<file path="config.mk">
export PLATFORM = sky130hd
export DESIGN_NAME = reg_scoreboard
export DESIGN_NICKNAME = d
export VERILOG_FILES = /design/src/rtl/reg_scoreboard.sv
export SDC_FILE = /design/constraint.sdc
export NUM_CORES = 1
export LEC_CHECK = 0
export BUFFER_PORTS_ARGS = -buffer_cell sky130_fd_sc_hd__buf_2
export CAP_MARGIN = 20
export CORE_MARGIN = 1.5
export CORE_UTILIZATION = 45
export CTS_CLUSTER_DIAMETER = 200
export CTS_CLUSTER_SIZE = 24
export DETAILED_ROUTE_END_ITERATION = 16
export SETUP_SLACK_MARGIN = 0.15
export SLEW_MARGIN = 0
export SYNTH_ARGS = -nofsm -noshare
export SYNTH_HDL_FRONTEND = slang
export SYNTH_SLANG_ARGS = --single-unit
</file>
<file path="constraint.sdc">
create_clock -name clock -period 7.2 [get_ports clock]
set_input_delay 0.72 -clock clock [delete_from_list [all_inputs] [get_ports clock]]
set_output_delay 0.72 -clock clock [all_outputs]
set_load 0.005 [all_outputs]
</file>
<file path="src/rtl/reg_scoreboard.sv">
// reg_scoreboard: per-register pending-write tracker feeding the decode-stage
// hazard logic. A write is recorded when its instruction is accepted into EX and
// retired when it reaches writeback; sources of the ID-stage instruction that
// still have a pending write raise stall_d.
// Optional feature macro: SCOREBOARD_STATS_EN adds the stall_cnt and
// max_pend_hit observation ports. Without it the core behaviour is unchanged.
module reg_scoreboard #(
  parameter int NREG  = 32,
  parameter int CNT_W = 2
) (
  input  logic                     clock,
  input  logic                     reset,
  input  logic                     flush,
  input  logic                     issue_valid,
  input  logic                     issue_regwrite,
  input  logic [$clog2(NREG)-1:0]  issue_wreg,
  output logic                     issue_ready,
  input  logic                     wb_valid,
  input  logic [$clog2(NREG)-1:0]  wb_wreg,
  input  logic [$clog2(NREG)-1:0]  rs_d,
  input  logic [$clog2(NREG)-1:0]  rt_d,
  input  logic                     use_rs,
  input  logic                     use_rt,
  output logic                     stall_d,
  output logic [NREG-1:0]          busy
`ifdef SCOREBOARD_STATS_EN
  ,
  output logic [31:0]              stall_cnt,
  output logic [0:0]               max_pend_hit
`endif
);

  localparam int IDX_W = $clog2(NREG);
  localparam logic [CNT_W-1:0] CNT_MAX = '1;
  localparam logic [CNT_W-1:0] CNT_ONE = CNT_W'(1);
  localparam logic [IDX_W-1:0] REG_ZERO = '0;

  // Per-register outstanding write count; entry 0 is held at zero forever.
  logic [NREG-1:0][CNT_W-1:0] pend_q;
  logic [NREG-1:0][CNT_W-1:0] pend_d;

  // Decoded issue / retire events.
  logic            issueWrites;
  logic            acc;
  logic            ret;
  logic [NREG-1:0] accVec;
  logic [NREG-1:0] retVec;

  // Hazard terms for the two decode-stage sources.
  logic rsPending;
  logic rtPending;
  logic rsLastRetire;
  logic rtLastRetire;
  logic hitRs;
  logic hitRt;

  // A register whose counter is saturated cannot take another in-flight write.
  always_comb begin
    issue_ready = (pend_q[issue_wreg] != CNT_MAX);
  end

  // Qualify the EX issue and the WB retire into single-cycle events.
  always_comb begin
    issueWrites = issue_valid & issue_regwrite & (issue_wreg != REG_ZERO);
    acc         = issueWrites & issue_ready;
    ret         = wb_valid & (wb_wreg != REG_ZERO) & (pend_q[wb_wreg] != '0);
  end

  // Spread the events into one-hot per-register strobes.
  always_comb begin
    accVec = '0;
    retVec = '0;
    for (int r = 1; r < NREG; r++) begin
      accVec[r] = acc & (issue_wreg == IDX_W'(r));
      retVec[r] = ret & (wb_wreg == IDX_W'(r));
    end
  end

  // Next counter values: issue adds, retire subtracts, both together cancel.
  always_comb begin
    pend_d = pend_q;
    for (int r = 1; r < NREG; r++) begin
      if (accVec[r] && !retVec[r]) begin
        pend_d[r] = pend_q[r] + CNT_ONE;
      end else if (retVec[r] && !accVec[r]) begin
        pend_d[r] = pend_q[r] - CNT_ONE;
      end
    end
    pend_d[0] = '0;
    if (flush) begin
      pend_d = '0;
    end
  end

  // Counter state register; reset outranks flush and all traffic.
  always_ff @(posedge clock) begin
    if (reset) begin
      pend_q <= '0;
    end else begin
      pend_q <= pend_d;
    end
  end

  // A source hazards unless its final pending write is retiring this very cycle.
  always_comb begin
    rsPending    = use_rs & (rs_d != REG_ZERO) & (pend_q[rs_d] != '0);
    rtPending    = use_rt & (rt_d != REG_ZERO) & (pend_q[rt_d] != '0);
    rsLastRetire = ret & (wb_wreg == rs_d) & (pend_q[rs_d] == CNT_ONE);
    rtLastRetire = ret & (wb_wreg == rt_d) & (pend_q[rt_d] == CNT_ONE);
    hitRs        = rsPending & ~rsLastRetire;
    hitRt        = rtPending & ~rtLastRetire;
    stall_d      = hitRs | hitRt;
  end

  // Registered busy view: one bit per register with any outstanding write.
  always_comb begin
    busy = '0;
    for (int r = 1; r < NREG; r++) begin
      busy[r] = (pend_q[r] != '0);
    end
  end

`ifdef SCOREBOARD_STATS_EN
  logic [31:0] stallCnt_q;
  logic [31:0] stallCnt_d;
  logic        maxPendHit_q;
  logic        maxPendHit_d;

  // Stall cycle counter wraps naturally; the sticky flag notes any refused issue.
  always_comb begin
    stallCnt_d   = stall_d ? (stallCnt_q + 32'd1) : stallCnt_q;
    maxPendHit_d = maxPendHit_q | (issueWrites & ~issue_ready);
  end

  // Statistics registers survive flush and are cleared only by reset.
  always_ff @(posedge clock) begin
    if (reset) begin
      stallCnt_q   <= '0;
      maxPendHit_q <= 1'b0;
    end else begin
      stallCnt_q   <= stallCnt_d;
      maxPendHit_q <= maxPendHit_d;
    end
  end

  assign stall_cnt    = stallCnt_q;
  assign max_pend_hit = maxPendHit_q;
`endif

endmodule

</file>
==> results_dict.tcl <==
set metrics [dict create \
    hold_slack_ns 0.555 \
    first_iter_violations 478 \
    insertion_delay_ns 0.35 \
    io_buffers 60 \
    syn-instance-count 648 \
    nNetsFinal 736 \
    grt_start_max_net_pins 39 \
    critPathMaxFanout 18 \
    rsz0062_at_grt "no" \
    r2r_cells 9 \
    hpwl_um 12900 \
    die-area_um2 12800 \
    drt-total-wl_um 17600 \
    tightest_slew_ns 0.989 \
    synth_warnings 0 \
    cts-hold-fix-buffers 0 \
    drc 0 \
    setup_tns_ns 0 \
    status "finished clean" \
    synth_most_common_cell "nor2_1" \
    start_kind "input port" \
    ant_nets 0 \
    hold_start "pend_q[63]" \
    worst-setup-path-type "input port to output pin" \
    ys_ff_latch 62 \
    io-pin-count 62 \
    powerDensity_nw_per_um2 151 \
    crit_slowest_cell "mux4_2" \
    reg.largest.list "pend_q x62" \
    hold_viol_final 0 \
    synthFlopType "dfxtp_1" \
    std_cell_rows 39 \
    syn_avg_cell_area_um2 8.40 \
    initial_core_util_pct 46.9 \
    maxCapViolCount 0 \
    tritoncts "built" \
    worstPathCellList "buf_2 > mux4_2 > mux2i_1 > nor3_1 > a211o_1 > o32ai_1 > nand4_1 > buf_2" \
    hold_depth 2 \
    synthTopCellsByCount "nor2_1, xor2_1, dfxtp_1, nand2_1, o21ai_0" \
    peakVddDrop_mv 0.0822 \
    power_mw 0.916 \
    syn_area_um2 5440 \
    diodes 0 \
    synth_area_leaders "dfxtp_1, mux4_2, xor2_1" \
    maxSlewViolCount 0 \
    regMostFlops "pend_q" \
    wl_per_cell_um 21.4 \
    endpoint_kind "output pin" \
    grt_pass1_wl_um 28300 \
    synthArstFlopShare_pct 0 \
    p_leak_nw 2.52 \
    syn_nets 707 \
    cts_max_path_buffers 2 \
    worstPathArrival_ns 3.06 \
    vias 5257 \
    drive_gt1_share_pct 20.1 \
    htree_levels 3 \
    hold_path_end "pend_q[63]" \
    finalClockSkew_ns 0.00506 \
    core_area_um2 11600 \
    die_w_um 113 \
    cts.sinks 62 \
    r2r-end "pend_q[21]" \
    r2r_setup_slack_ns 3.94 \
    hold_class "flip-flop to flip-flop" \
    cts_resized 0 \
    crit_top_cell "buf_2" \
    min_period_ns 3.78 \
    ys_seq_area_share_pct 22.8 \
    synth_cell_types 53 \
    synth_edf_count 0 \
    die-height_um 113 \
    period_share_pct 52.5 \
    place_congestion 0.914 \
    synth_area_leader_cell "dfxtp_1" \
    largest_register_ff_count 62 \
    cts.clk_slew.worst_paths_ns 0.05 \
    cts-root-buf "clkbuf_16" \
    slew_headroom_pct 33.8 \
    vias_per_cell 6.37 \
    r2r-start "pend_q[26]" \
    max_freq_mhz 265 \
    setup_viol 0 \
    area_growth_pct 11.4 \
    grt_usage_pct 29.0 \
    netlist.area_leader.share_pct 22.8 \
    cts_setup_buffers 0 \
    numCtsBuffers 9 \
    first_pass_iters 5 \
    required_ns 6.48 \
    grt_pass1_vias 4986 \
    overflow 0 \
    antenna_found_initial 0 \
    critPathMaxStageDelay_ns 0.57 \
]
[through the flow]
stage                     cells  area [um2]  util (%)  setup WS, ns
after floorplan             648        5440         -          3.96
after global placement      807        5740      49.4          3.25
after detailed placement    808        5760      49.6          3.20
after CTS                   824        6060      52.2          3.44
after global routing        825        6070      52.2          3.26
final                       825        6070      52.2          3.42
[worst max path at each step]
stage,from,endpoint,slack [ns],cells after the start
finish,rt_d[0],stall_d,3.42,8
global route,rt_d[0],stall_d,3.26,8
CTS,rt_d[0],stall_d,3.44,8
detailed placement,wb_wreg[1],pend_q[59],3.20,10
global placement,wb_wreg[1],pend_q[61],3.25,10
floorplan,wb_wreg[1],pend_q[35],3.96,11
[cell type report]
type,instances,area (um2)
well taps,143,179
flip-flops and latches,62,1240
multi-input cells,531,3980
clock buffers,12,256
clock inverters,4,45.0
repair buffers,62,328
fillers,1143,5550
inverters,11,41.3
[layer usage]
metal  track usage [%]  part of all wire (%)
met1              42.7                    44
met2              41.3                    42
met3              7.02                    12
met4              10.4                   2.8
met5                 0                     0
[power by group]
part | switching (mW) | internal [mW] | total (mW)
registers | 0.00396 | 0.345 | 0.349
logic | 0.0764 | 0.0427 | 0.119
clock network | 0.163 | 0.285 | 0.448
[cells by family after synthesis]
| kind of cell | count (synthesis) | synth area share, % |
|---|---|---|
| other | 1 | 0.0689 |
| DFF | 62 | 22.8 |
| and+or+nand+nor | 261 | 23.9 |
| AOI/OAI and AO/OA | 111 | 12.2 |
| buffers and inverters | 55 | 4.18 |
| xor gates and xnor gates | 72 | 11.6 |
| muxes | 55 | 18.1 |
| adders and majority gates | 31 | 7.12 |
[worst max-delay path: cells and delay by family]
| kind | cells | cell delay, ns |
|---|---|---|
| simple gates | 2 | 0.24 |
| mux | 2 | 0.93 |
| compound gates | 2 | 0.54 |
| buf+inv | 2 | 0.62 |
[layout by cell type (no fill, tap or decap), types with 11 or more instances in the layout]
cell type / Yosys / layout
or3_1: 35 / 35
nor2_1: 72 / 72
mux4_2: 34 / 34
xor2_1: 68 / 68
or2_1: 13 / 13
nand3_1: 28 / 28
o21ai_0: 44 / 44
or2_2: 17 / 17
ha_1: 31 / 31
a21oi_1: 36 / 36
nor3_1: 13 / 13
mux2i_1: 14 / 14
nand2_1: 46 / 46
inv_1: 11 / 11
dfxtp_1: 62 / 62
buf_2: 8 / 60
(Power assumes the default switching activity.)
